**config.mk**
```make
export PLATFORM = sky130hd
export DESIGN_NAME = ocp_slave_mem_flat
export DESIGN_NICKNAME = d
export VERILOG_FILES = /design/src/rtl/ocp_slave_mem_if.sv /design/src/rtl/ocp_slave_mem.sv /design/src/flat_wrapper.sv
export SDC_FILE = /design/constraint.sdc
export NUM_CORES = 1
export LEC_CHECK = 0
export CORE_ASPECT_RATIO = 1.4
export CORE_MARGIN = 2
export CORE_UTILIZATION = 35
export CTS_BUF_LIST = sky130_fd_sc_hd__clkbuf_16
export CTS_CLUSTER_DIAMETER = 40
export DETAILED_ROUTE_END_ITERATION = 8
export DONT_BUFFER_PORTS = 1
export PLACE_DENSITY = 0.46
export SYNTH_ARGS = -nofsm -noshare
export SYNTH_HDL_FRONTEND = slang
export SYNTH_SLANG_ARGS = --single-unit
export TNS_END_PERCENT = 50
```
**constraint.sdc**
```tcl
create_clock -name clk -period 7.3 [get_ports clk]
set_input_delay 1.46 -clock clk [delete_from_list [all_inputs] [get_ports clk]]
set_output_delay 1.46 -clock clk [all_outputs]
set_load 0.01 [all_outputs]
```
**src/rtl/ocp_slave_mem_if.sv**
```systemverilog
// OCP command/response bundle between a memory bridge (master) and a memory target (slave).
interface ocp_if #(
  parameter int DATA_WIDTH = 32,
  parameter int ADDR_WIDTH = 5
) ();
  logic [2:0]            m_cmd;
  logic [ADDR_WIDTH-1:0] m_addr;
  logic [DATA_WIDTH-1:0] m_data;
  logic                  s_cmd_accept;
  logic [1:0]            s_resp;
  logic [DATA_WIDTH-1:0] s_data;
  logic                  m_resp_accept;

  modport master (
    output m_cmd, m_addr, m_data, m_resp_accept,
    input  s_cmd_accept, s_resp, s_data
  );

  modport slave (
    input  m_cmd, m_addr, m_data, m_resp_accept,
    output s_cmd_accept, s_resp, s_data
  );
endinterface

```
**src/rtl/ocp_slave_mem.sv**
```systemverilog
// OCP slave memory target: one outstanding RD/WR, DVA/ERR response held until m_resp_accept.
// Optional fixed wait states enabled by defining OCP_SLAVE_WAIT_EN.
module ocp_slave_mem #(
  parameter int DATA_WIDTH  = 32,
  parameter int ADDR_WIDTH  = 5,
  parameter int DEPTH       = 32,
  parameter int WAIT_CYCLES = 2
) (
  input  logic  clk,
  input  logic  reset,
  input  logic  enable,
  ocp_if.slave  s_ocp
);

  localparam logic [2:0] CMD_RD    = 3'b001;
  localparam logic [2:0] CMD_WR    = 3'b010;
  localparam logic [1:0] RESP_NULL = 2'b00;
  localparam logic [1:0] RESP_DVA  = 2'b01;
  localparam logic [1:0] RESP_ERR  = 2'b11;

  localparam logic [ADDR_WIDTH:0] LP_DEPTH = (ADDR_WIDTH+1)'(DEPTH);

`ifdef OCP_SLAVE_WAIT_EN
  localparam logic [7:0] LP_WAIT = 8'(WAIT_CYCLES);

  typedef enum logic [1:0] {
    ST_IDLE = 2'd0,
    ST_WAIT = 2'd1,
    ST_RESP = 2'd2
  } state_t;
`else
  typedef enum logic [1:0] {
    ST_IDLE = 2'd0,
    ST_RESP = 2'd2
  } state_t;
`endif

  state_t                r_state;
  state_t                w_state_nxt;
  logic                  w_cmd_vld;
  logic                  w_is_wr;
  logic                  w_in_range;
  logic                  w_accept;
  logic                  w_enter_resp;
  logic                  w_resp_taken;
  logic                  w_src_wr;
  logic                  w_src_inr;
  logic [ADDR_WIDTH-1:0] w_src_addr;

  logic [1:0]            r_resp;
  logic [DATA_WIDTH-1:0] r_data;
  logic [DATA_WIDTH-1:0] r_mem [DEPTH];

  assign w_cmd_vld  = (s_ocp.m_cmd == CMD_RD) || (s_ocp.m_cmd == CMD_WR);
  assign w_is_wr    = (s_ocp.m_cmd == CMD_WR);
  assign w_in_range = ({1'b0, s_ocp.m_addr} < LP_DEPTH);

`ifdef OCP_SLAVE_WAIT_EN
  logic                  r_cmd_wr;
  logic                  r_in_range;
  logic [ADDR_WIDTH-1:0] r_addr;
  logic [7:0]            r_cnt;

  // Response is built from the live command when leaving IDLE, else from the captured one.
  assign w_src_wr   = (r_state == ST_IDLE) ? w_is_wr      : r_cmd_wr;
  assign w_src_inr  = (r_state == ST_IDLE) ? w_in_range   : r_in_range;
  assign w_src_addr = (r_state == ST_IDLE) ? s_ocp.m_addr : r_addr;

  always_ff @(posedge clk or posedge reset) begin
    if (reset) begin
      r_cmd_wr   <= 1'b0;
      r_in_range <= 1'b0;
      r_addr     <= '0;
      r_cnt      <= 8'd0;
    end else if (enable) begin
      if (w_accept) begin
        r_cmd_wr   <= w_is_wr;
        r_in_range <= w_in_range;
        r_addr     <= s_ocp.m_addr;
        r_cnt      <= LP_WAIT;
      end else if (r_state == ST_WAIT) begin
        r_cnt <= r_cnt - 8'd1;
      end
    end
  end
`else
  assign w_src_wr   = w_is_wr;
  assign w_src_inr  = w_in_range;
  assign w_src_addr = s_ocp.m_addr;
`endif

  always_comb begin
    w_state_nxt  = r_state;
    w_accept     = 1'b0;
    w_enter_resp = 1'b0;
    w_resp_taken = 1'b0;
    case (r_state)
      ST_IDLE: begin
        if (w_cmd_vld) begin
          w_accept = 1'b1;
`ifdef OCP_SLAVE_WAIT_EN
          if (LP_WAIT != 8'd0) begin
            w_state_nxt = ST_WAIT;
          end else begin
            w_state_nxt  = ST_RESP;
            w_enter_resp = 1'b1;
          end
`else
          w_state_nxt  = ST_RESP;
          w_enter_resp = 1'b1;
`endif
        end
      end
`ifdef OCP_SLAVE_WAIT_EN
      ST_WAIT: begin
        if (r_cnt <= 8'd1) begin
          w_state_nxt  = ST_RESP;
          w_enter_resp = 1'b1;
        end
      end
`endif
      ST_RESP: begin
        if (s_ocp.m_resp_accept) begin
          w_state_nxt  = ST_IDLE;
          w_resp_taken = 1'b1;
        end
      end
      default: w_state_nxt = ST_IDLE;
    endcase
  end

  always_ff @(posedge clk or posedge reset) begin
    if (reset) begin
      r_state <= ST_IDLE;
      r_resp  <= RESP_NULL;
      r_data  <= '0;
    end else if (enable) begin
      r_state <= w_state_nxt;
      if (w_enter_resp) begin
        r_resp <= w_src_inr ? RESP_DVA : RESP_ERR;
        if (!w_src_wr && w_src_inr) begin
          r_data <= r_mem[w_src_addr];
        end
      end else if (w_resp_taken) begin
        r_resp <= RESP_NULL;
      end
    end
  end

  // Writes commit on the accept edge so a later reset cannot lose them.
  always_ff @(posedge clk) begin
    if (enable && w_accept && w_is_wr && w_in_range) begin
      r_mem[s_ocp.m_addr] <= s_ocp.m_data;
    end
  end

  assign s_ocp.s_cmd_accept = enable && (r_state == ST_IDLE);
  assign s_ocp.s_resp       = r_resp;
  assign s_ocp.s_data       = r_data;

endmodule

```
**src/flat_wrapper.sv**
```systemverilog
// flat-port wrapper written by rule: the top's interface ports become plain ports
module ocp_slave_mem_flat 
#(
  parameter int DATA_WIDTH  = 32,
  parameter int ADDR_WIDTH  = 5,
  parameter int DEPTH       = 32,
  parameter int WAIT_CYCLES = 2
)
  (clk, reset, enable, s_ocp_m_cmd, s_ocp_m_addr, s_ocp_m_data, s_ocp_m_resp_accept, s_ocp_s_cmd_accept, s_ocp_s_resp, s_ocp_s_data);
  ocp_if #(.DATA_WIDTH(DATA_WIDTH), .ADDR_WIDTH(ADDR_WIDTH)) s_ocp_i ();
  input  logic clk;
  input  logic reset;
  input  logic enable;
  input wire logic [$bits(s_ocp_i.m_cmd)-1:0] s_ocp_m_cmd;
  input wire logic [$bits(s_ocp_i.m_addr)-1:0] s_ocp_m_addr;
  input wire logic [$bits(s_ocp_i.m_data)-1:0] s_ocp_m_data;
  input wire logic [$bits(s_ocp_i.m_resp_accept)-1:0] s_ocp_m_resp_accept;
  output wire logic [$bits(s_ocp_i.s_cmd_accept)-1:0] s_ocp_s_cmd_accept;
  output wire logic [$bits(s_ocp_i.s_resp)-1:0] s_ocp_s_resp;
  output wire logic [$bits(s_ocp_i.s_data)-1:0] s_ocp_s_data;
  assign s_ocp_i.m_cmd = s_ocp_m_cmd;
  assign s_ocp_i.m_addr = s_ocp_m_addr;
  assign s_ocp_i.m_data = s_ocp_m_data;
  assign s_ocp_i.m_resp_accept = s_ocp_m_resp_accept;
  assign s_ocp_s_cmd_accept = s_ocp_i.s_cmd_accept;
  assign s_ocp_s_resp = s_ocp_i.s_resp;
  assign s_ocp_s_data = s_ocp_i.s_data;
  ocp_slave_mem #(.DATA_WIDTH(DATA_WIDTH), .ADDR_WIDTH(ADDR_WIDTH), .DEPTH(DEPTH), .WAIT_CYCLES(WAIT_CYCLES)) u_core (.clk(clk), .reset(reset), .enable(enable), .s_ocp(s_ocp_i));
endmodule
```
; ---- Word level (Yosys, flattened, before mapping)
; Memory sizes are Yosys's and may differ from the RTL's. A register that Yosys moved wholly into a read port is not among the register bits.
; Index checks and enable logic that the tools add are counted.
[word_totals]
regBits = 4
mem_bits_rw = 1024
inputBits = 44
output_inout_bits = 35
wordCells = 29
n_memories = 1
[mem_list]
columns = memory, depth, width, read_ports, rd_ports_with_merged_regs, write_ports, line
row1 = u_core.r_mem, 32, 32, 1, 1, 1, ocp_slave_mem.sv:52  ; logic [DATA_WIDTH-1:0] r_mem [DEPTH];
[op_classes]
eq_ne = 5
muxes = 11
bitwise_logic = 1
n_reduce_logical = 9
[op_table]
columns = operator, count
row1 = $mux W2, 4
row2 = $mux W1, 6
row3 = $reduce_and A3 Y1, 2
row4 = $pmux W2 S2, 1
row5 = $eq A3 B1 Y1 const B, 1
row6 = $eq A3 B2 Y1 const B, 1
row7 = $logic_and A1 B1 Y1, 3
row8 = $eq A2 B2 Y1 const B, 1
row9 = $logic_not A2 Y1, 1
row10 = $ne A2 B1 Y1 const B, 1
row11 = $ne A2 B2 Y1 const B, 1
row12 = $reduce_and A2 Y1, 1
row13 = $reduce_bool A2 Y1, 1
row14 = $logic_or A1 B1 Y1, 1
row15 = $not A1 Y1, 1

; ---- Longest topological paths before layout
[depth]
ltp_word = 8
depth_mapped = 9
mapped_depth_nobuf = 5

; ---- Worst setup path after synthesis
; No wires, ideal clock.
[synth_timing]
path_type = input to register
start = input port s_ocp_m_addr[0]
end = memory u_core.r_mem[13][0], enable pin
setup_time_ps = 421
arrival_time_ps = 3966
t_required_ps = 6879
path_slack_ps = 2913
path_stages = 8
n_path_buf = 5
path_cell_list = buf_6 -> buf_8 -> buf_8 -> inv_1 -> buf_2 -> or3_1 -> clkbuf_1 -> nor2_1
[synth_lines]
columns = element, line
row1 = "start, declared", flat_wrapper.sv:15  ; input wire logic [$bits(s_ocp_i.m_addr)-1:0] s_ocp_m_addr;
row2 = "end, declared", ocp_slave_mem.sv:52
; Straight into the memory's write port.

; ---- Final worst setup path
[layout_timing]
start = input port enable
end = memory u_core.r_mem[16][20], enable pin
[layout_between]
elab_chain_len = 4
[layout_lines]
columns = element, line
row1 = "start, declared", flat_wrapper.sv:13  ; input logic enable;
row2 = $logic_and A1 B1 Y1 (2 in a row), ocp_slave_mem.sv:152  ; if (enable && w_accept && w_is_wr && w_in_range) begin
row3 = $mux W1, ocp_slave_mem.sv:152
row4 = $mux W1 (not written as such), ocp_slave_mem.sv:153  ; r_mem[s_ocp.m_addr] <= s_ocp.m_data;
; Every way passes these cells.

==> metrics.md <==
| Metric | Value |
|---|---|
| Post-synth EDFFs | `1024` |
| Worst Path Required | `between 7000 and 8000 ps` |
| Global route overflow | `0` |
| TNS Setup | `0 ps` |
| Yosys reg bits | `approximately 1100` |
| DR iter-0 viols | `1816` |
| PwrDens | `286 mW/mm²` |
| Synth async-reset ratio | `between 3 and 4%` |
| Placed Cells | `approximately 3400` |
| CP Launch Point | `enable` |
| Ports | `79` |
| Largest net degree at the start of global routing | `~350` |
| Leading area contributor after synthesis | `edfxtp_1` |
| Final setup viols | `0` |
| Layout cells sized above 1 | `20.7%` |
| Die Wd | `around 290 µm` |
| Initial core utilization | `35.2%` |
| First-pass GRT wire length | `161000 µm` |
| Finished Layout Cells | `between 3000 and 4000` |
| Synth top cells by count | `edfxtp_1, mux2i_1, mux4_2, nor2_1, o22ai_1` |
| Vias after detailed routing | `~19000` |
| Slew at the pin closest to its max-slew limit | `between 1000 and 1500 ps` |
| H-tree levels | `3` |
| M3 GR Usage | `roughly 4.8%` |
| Post-CTS Hold Buffers | `0` |
| Row count | `~150` |
| Met1 usage | `24.9%` |
| GPL Wtd Cong | `between 0.7 and 0.8` |
| Arr. time, crit path | `roughly 4300 ps` |
| Relative slew slack | `under 10%` |
| R2R Path Start | `u_core.r_state[1]` |
| GR peak layer | `met2` |
| Syn_area_per_cell | `20.7 µm²` |
| Layout area overhead | `14.1%` |
| LEAKAGE | `14.5 nW` |
| PortBufs | `0` |
| Max Cap Viol | `0` |
| Antenna violations before repair | `8` |
| Met2 usage | `between 30% and 40%` |
| CTS Sinks | `1058` |
| Crit share post-route | `between 50% and 60%` |
| Die H | `about 400 µm` |
| Ys Warns | `0` |
| Crit path max fanout | `32` |
| Final worst path period need | `3990 ps` |
| Cells after Synth | `about 1900` |
| WS Path Type | `input pin to flip-flop` |
| Pre-antenna DRT Iters | `6` |
| Status | `finished, final reports clean` |
| CTS tree | `built` |
| Seq/Total Area, Yosys | `between 70% and 80%` |
| DR DRC count | `0` |
| WL/cell | `32.1 µm` |
| Ys flop type | `edfxtp_1` |
| Post-CTS Setup Repair Bufs | `0` |
| Count leader, synth | `edfxtp_1` |
| Num CTS Buffers | `between 100 and 150` |
| HPWL Detailed | `about 69000 µm` |
| RSZ-0062 raised after global routing | `no` |
| Clock skew | `approximately 19 ps` |
| Hold Fails Final Rpt | `0` |
| Vias in the first global route | `about 20000` |
| Syn Std Cell Area | `0.0404 mm²` |
| Clock root cell | `clkbuf_16` |
| Worst hold path type | `flip-flop to flip-flop` |
| Area of the core | `approximately 0.11 mm²` |
| CP startpoint kind | `input pin` |
| Fmax | `around 0.25 GHz` |
| Crit. End Element | `flip-flop` |
| HP Start | `u_core.r_state[1]` |
| Clk buf depth | `3` |
| Final Max Slew Viols | `0` |
| Post-synth cell types | `51` |
| CTS resizes | `0` |
| Yosys top cell area share | `roughly 76%` |
| Final wirelength | `115000 µm` |
| Area contributors post-synth | `edfxtp_1, mux4_2, mux2i_1` |
| Post-synth net total | `1993` |
| Clock latency on the worst-skew pair | `710 ps` |
| Post-route ant nets | `0` |
| Layout fillers | `about 10000` |
| Drt via density | `~5.4` |
| Die Area | `around 0.12 mm²` |
| Layout Nets | `between 2000 and 2500` |
| Worst-path clk slew | `~60 ps` |
| Total GRT Usage | `around 20%` |
| Maximum VDD drop | `approximately 180 µV` |
[path summary, 6_finish.rpt]
path | to | slack, ps | depth (start not counted)
min in group asynchronous | u_core.s_ocp.s_data[17] | 850 | 2
hold reg to reg | u_core.r_state[1] | 570 | 1
max in group asynchronous | u_core.s_ocp.s_data[13] | 5940 | 2
setup / recovery | u_core.r_mem[16][20] | 3310 | 4
setup reg to reg | u_core.r_mem[16][20] | 3580 | 4
hold / removal | u_core.r_state[1] | 570 | 1
[metal layers]
| metal | vias to the layer above | share of wire (%) |
|---|---|---|
| met5 | - | 0.023 |
| met4 | 4 | 2.7 |
| met3 | 145 | 6.8 |
| met2 | 597 | 50 |
| met1 | 10400 | 40 |
| li1 | 8213 | - |
[metrics by stage]
step | area (µm²) | hold WS (ps) | setup slack [ps] | util [%] | total power [mW]
5_1_grt | 46000 | 606 | 3170 | 40.2 | 13.5
4_1_cts | 46000 | 571 | 3320 | 40.2 | 13.3
3_5_place_dp | 42100 | 558 | 2550 | 36.7 | 7.34
3_3_place_gp | 42100 | 548 | 2570 | 36.7 | 7.34
2_1_floorplan | 40400 | 496 | 2910 | - | 7.24
6_report | 46100 | 566 | 3310 | 40.2 | 13.2
[flip-flops by register name (all words and copies together) (netlist names)]
| name | count |
|---|---|
| u_core.r_mem | 1024 |
| u_core.s_ocp.s_data | 32 |
| u_core.r_state | 1 |
| u_core.s_ocp.s_resp | 1 |
[power by group]
part	internal (mW)	total [mW]	leakage, nW	switching (mW)
Combinational	0.180	0.367	2.97	0.187
Clock	3.50	5.96	1.98	2.45
Sequential	6.72	6.84	9.59	0.122
Total	10.4	13.2	14.5	2.76
[worst max-delay path, stage by stage]
cell     delay [ps]
nor3b_2         720
nand2_1         240
or3_1           730
nor2_4         1120
[final cells by class]
class	instances	area, µm²	share of cell area (%)
sequential	1058	31600	68.6
multi-input combinational	782	8370	18.2
clock buffer	122	3050	6.63
tap	1490	1860	4.05
clock inverter	101	908	1.97
timing repair buffer	30	225	0.489
inverter	5	18.8	0.0408
antenna	3	7.51	0.0163
[placed cells by master (no fill, tap or decap), types with 5 or more instances in the layout]
master and n:
dfrtp_1 34, or4_1 10, buf_4 30, mux2_2 10
a31oi_1 24, mux2i_1 179, clkinv_1 18, a22oi_1 29
mux4_2 163, nor4_1 16, inv_1 23, o22a_1 5
clkbuf_16 122, a22o_1 21, clkinv_2 16, nor2b_1 6
clkinvlp_4 14, o21ai_0 17, o22ai_1 58, bufinv_16 13
a211oi_1 6, inv_6 7, nand3_1 11, a221oi_1 6
o211ai_1 13, nor2_1 61, clkinv_4 9, nand2_1 47
a21oi_1 20, nor2_4 34, and3_1 6, edfxtp_1 1024
[cell families (layout without fill, tap and decap cells)]
kind of cell	count (synthesis)	after routing	share of synthesized area [%]
DFF	1058	1058	78.3
muxes	352	352	13.8
and+or+nand+nor	217	217	2.64
AOI/OAI and AO/OA	212	212	3.59
buffers and inverters	109	258	1.68
other	1	4	0.00929
Note: power is estimated with default switching activity, not from simulation.
==> patch 1: new RTL, config.mk and constraints unchanged <==
`DEPTH` is set to 32 in 2 places; all go to 16.
--- a/src/rtl/ocp_slave_mem.sv
+++ b/src/rtl/ocp_slave_mem.sv
@@ -3,7 +3,7 @@
 module ocp_slave_mem #(
   parameter int DATA_WIDTH  = 32,
   parameter int ADDR_WIDTH  = 5,
-  parameter int DEPTH       = 32,
+  parameter int DEPTH       = 16,
   parameter int WAIT_CYCLES = 2
 ) (
   input  logic  clk,
--- a/src/flat_wrapper.sv
+++ b/src/flat_wrapper.sv
@@ -3,7 +3,7 @@
 #(
   parameter int DATA_WIDTH  = 32,
   parameter int ADDR_WIDTH  = 5,
-  parameter int DEPTH       = 32,
+  parameter int DEPTH       = 16,
   parameter int WAIT_CYCLES = 2
 )
   (clk, reset, enable, s_ocp_m_cmd, s_ocp_m_addr, s_ocp_m_data, s_ocp_m_resp_accept, s_ocp_s_cmd_accept, s_ocp_s_resp, s_ocp_s_data);
Formal check against the unedited RTL: not equivalent (Yosys sat finds a counterexample within 4 cycles, from zero or initial values and one cycle with reset high).
==> patch 1 against the original RTL <==
  * Worst hold slack worse by 0.066 ns
  * Synthesized area shrank 48%
  * Sequential cell count decreased by 511
  * Routed wire length shrank 57%
  * Cell area fell by 48%
  * Worst setup slack gained 0.39 ns
  * Core utilization increased by 0.87 points
  * Total power decreased by 44%
  * Non-clock buffer count is 8 lower
  * Critical path type unchanged
  * Largest cell class unchanged
  * Largest power group unchanged
==> patch 1: results <==
{
  "drt-initial-drc-count": 644,
  "layout.comb_gates.multi_input": 382,
  "nClkBuffers": 73,
  "pwr-share-clk_pct": 48.5,
  "buffer_area_share_pct": 0.685,
  "dp_hpwl_mm": 28.6,
  "grt_pass1_vias": 10300,
  "cp_max_fo": 26,
  "grt_usage_pct": 16.3,
  "wl_met1_mm": 20.7,
  "crit_path_top_delay_cell": "nor3_2",
  "synth_mux_area_share_pct": 14.4,
  "max-vdd-ir-drop_mv": 0.147,
  "nets": 1070,
  "finalClockSkew_ns": 0.0195,
  "largest_reg_flops": 512,
  "switching_share_pct": 20.8,
  "insertion_delay_ns": 0.59,
  "wl_met3_mm": 2.53,
  "yosysSeqAreaShare_pct": 77.9,
  "outcome": "finished clean",
  "nFillCells": 5118,
  "met3_usage_pct": 3.78,
  "n_all_buffers": 22,
  "antenna_found_initial": 0,
  "seq-power_uw": 3580,
  "cpPeakStageDelay_ns": 0.61,
  "multi_input_area_sq_um": 4310,
  "gr-usage-met1_pct": 20.5,
  "drive_gt1_share_pct": 20.2,
  "syn_nets": 1032
}
patch 1: cell types whose count changed in the layout (fill, tap and decap cells not counted), sizes merged, moves of 17 or more:
cell / unedited run / this run
clkbuf: 122 / 73
nand2: 47 / 6
a21oi: 20 / 0
a22o: 21 / 0
clkinv: 44 / 20
nor2: 95 / 64
inv: 35 / 18
mux2i: 179 / 92
mux4: 163 / 88
edfxtp: 1024 / 512
patch 1: worst reg2reg max path, stage by stage, from the launching register on:
cell and delay [ns]:
dfrtp_1 0.39, nand2b_1 0.24, nor4_2 0.57, nand3b_1 0.43
nor3_2 0.62, buf_4 0.57
patch 1: metrics by stage:
step | setup slack [ns] | cells | utilization, % | hold slack (ns)
after global routing | 3.58 | 1826 | 41.1 | 0.543
after global placement | 3.26 | 1703 | 36.9 | 0.488
final | 3.70 | 1826 | 41.1 | 0.499
after detailed placement | 3.16 | 1703 | 36.9 | 0.486
after floorplan | 2.38 | 988 | - | 0.457
after CTS | 3.79 | 1826 | 41.1 | 0.504
patch 1: path summary, 6_finish.rpt:
kind / cells after the start / endpoint / startpoint / slack (ns)
max: 5 / u_core.r_mem[2][28]$_DFFE_PP_ / enable / 3.70
max reg2reg: 5 / u_core.r_mem[2][28]$_DFFE_PP_ / u_core.r_state[1]$_DFFE_PP0P_ / 4.08
min: 2 / u_core.r_state[1]$_DFFE_PP0P_ / u_core.r_state[1]$_DFFE_PP0P_ / 0.50
min reg2reg: 2 / u_core.r_state[1]$_DFFE_PP0P_ / u_core.r_state[1]$_DFFE_PP0P_ / 0.50
max in group asynchronous: 2 / u_core.s_ocp.s_data[27]$_DFFE_PP0P_ / reset / 5.90
min in group asynchronous: 2 / u_core.s_ocp.s_data[24]$_DFFE_PP0P_ / reset / 0.93
==> patch 2: new RTL, same settings <==
Made on the original files. The option `OCP_SLAVE_WAIT_EN` is turned on by a define.
--- a/src/rtl/ocp_slave_mem.sv
+++ b/src/rtl/ocp_slave_mem.sv
@@ -1,5 +1,7 @@
 // OCP slave memory target: one outstanding RD/WR, DVA/ERR response held until m_resp_accept.
 // Optional fixed wait states enabled by defining OCP_SLAVE_WAIT_EN.
+`define OCP_SLAVE_WAIT_EN
+
 module ocp_slave_mem #(
   parameter int DATA_WIDTH  = 32,
   parameter int ADDR_WIDTH  = 5,
Formal check against the unedited RTL: not equivalent (Yosys sat finds a counterexample within 4 cycles, from zero or initial values and one cycle with reset high).
==> patch 2 against the original RTL <==
  * Worst setup slack got worse by 0.19 ns
  * Worst hold slack worse by 0.048 ns
  * Register-to-register slack worse by 0.46 ns
  * Cell area rose by 4.1%
  * Sequential cell count is 17 higher
  * Global-route usage increased by 0.64 points
  * Synthesized area up 2.7%
  * Routed wire length grew 5.6%
  * First-iteration DRC count grew 10%
Power is not compared: it rests on default switching activity, and its combinational part moved more than twofold at a synthesized area within 25%.
==> patch 2: results <==
{
  "startpoint_type": "register",
  "r2r-end": "u_core.r_mem[24][1]$_DFFE_PP_",
  "grtUsageMet2_pct": 34.6,
  "grt_max_degree": 147,
  "yosysSeqAreaShare_pct": 77.2,
  "wl_met3_mm": 6.44,
  "nets": 2508,
  "route.met2.wl_mm": 61.5,
  "grt_pass1_wl_mm": 173,
  "hold_start": "u_core.r_cnt[1]$_DFFE_PP0P_",
  "async_flop_share_pct": 4.74,
  "min_to": "u_core.r_cnt[1]$_DFFE_PP0P_",
  "ys_top_cells_by_area": "edfxtp_1, mux2i_1, mux4_2",
  "reg2reg_from": "u_core.r_state[0]$_DFFE_PP0P_",
  "htree_levels": 4,
  "top_layer_used": "met4",
  "finalClockSkew_ns": 0.0237,
  "outcome": "finished clean",
  "gp_congestion": 0.774,
  "timing.reg2reg.setup_slack_ns": 3.12,
  "place_ws_ns": 2.84,
  "synth_cell_types": 64,
  "grt_usage_pct": 20.2,
  "cp_max_fo": 18,
  "cts_buffers": 133
}
[patch 2: changes by cell type in the layout (fill, tap and decap cells not counted), sizes merged, moves of 17 or more]
cell and delta:
a21oi -18, nor2 -43, a22o -21, a221oi +25, nand4 +56, dfrtp +17
mux4 -100, a22oi +30, mux2i +60, a32oi +40, nand2 +266, nand3 +113
buf +29, nor2b +26
[patch 2: layout make-up]
class	instances	area (sq um)
Tap cell	1585	1980
Fill cell	10600	69700
Sequential cell	1075	32000
Inverter	5	18.8
Clock inverter	105	907
Clock buffer	135	3380
Timing Repair Buffer	59	531
Multi-Input combinational cell	1188	9080
[patch 2: report_power, final]
part | internal, uW | switching, uW | total (uW) | leakage (uW)
clock | 3730 | 2630 | 6370 | 0.00218
combinational | 1610 | 2720 | 4330 | 0.00398
sequential | 6870 | 278 | 7150 | 0.00985
total | 12200 | 5630 | 17800 | 0.0160
[patch 2: how the worst max path moves through the flow]
stage	startpoint	endpoint	slack [ns]	cells after the start
6_report	u_core.r_state[0]$_DFFE_PP0P_	u_core.r_mem[24][1]$_DFFE_PP_	3.12	7
5_1_grt	u_core.r_state[0]$_DFFE_PP0P_	u_core.r_mem[24][1]$_DFFE_PP_	2.79	7
4_1_cts	u_core.r_state[0]$_DFFE_PP0P_	u_core.r_mem[24][1]$_DFFE_PP_	3.06	7
3_5_place_dp	s_ocp_m_addr[0]	u_core.s_ocp.s_data[6]$_DFFE_PP0P_	2.84	6
3_3_place_gp	enable	u_core.r_mem[11][8]$_DFFE_PP_	2.78	5
2_1_floorplan	enable	u_core.r_mem[24][0]$_DFFE_PP_	3.05	5
[patch 2: through the flow]
| step | instances | cell area, sq um | hold WS (ns) |
|---|---|---|---|
| final | 4152 | 47900 | 0.517 |
| after global routing | 4152 | 47900 | 0.542 |
| after CTS | 4152 | 47900 | 0.520 |
| after detailed placement | 3912 | 43600 | 0.502 |
| after global placement | 3910 | 43600 | 0.475 |
| after floorplan | 2410 | 41500 | 0.442 |
[patch 2: worst max-delay path, stage by stage, from the launching register on]
cell and delay (ns):
dfrtp_1 0.56, nor2_1 0.57, and2_1 0.32, nand2b_1 0.15
nor4b_2 0.63, nand3_1 0.48, nor2_4 0.70, buf_4 0.43
[patch 2: cell families (layout without fill, tap and decap cells)]
family | Yosys count | after routing | synth area share (%)
AO/OA/AOI/OAI | 258 | 258 | 4.62
flip-flops | 1075 | 1075 | 77.2
multiplexers | 311 | 311 | 9.44
XOR/XNOR | 7 | 7 | 0.148
AND/OR/NAND/NOR | 610 | 610 | 6.86
adder cells (fa/ha/maj) | 2 | 2 | 0.0603
buffers and inverters | 147 | 304 | 1.67
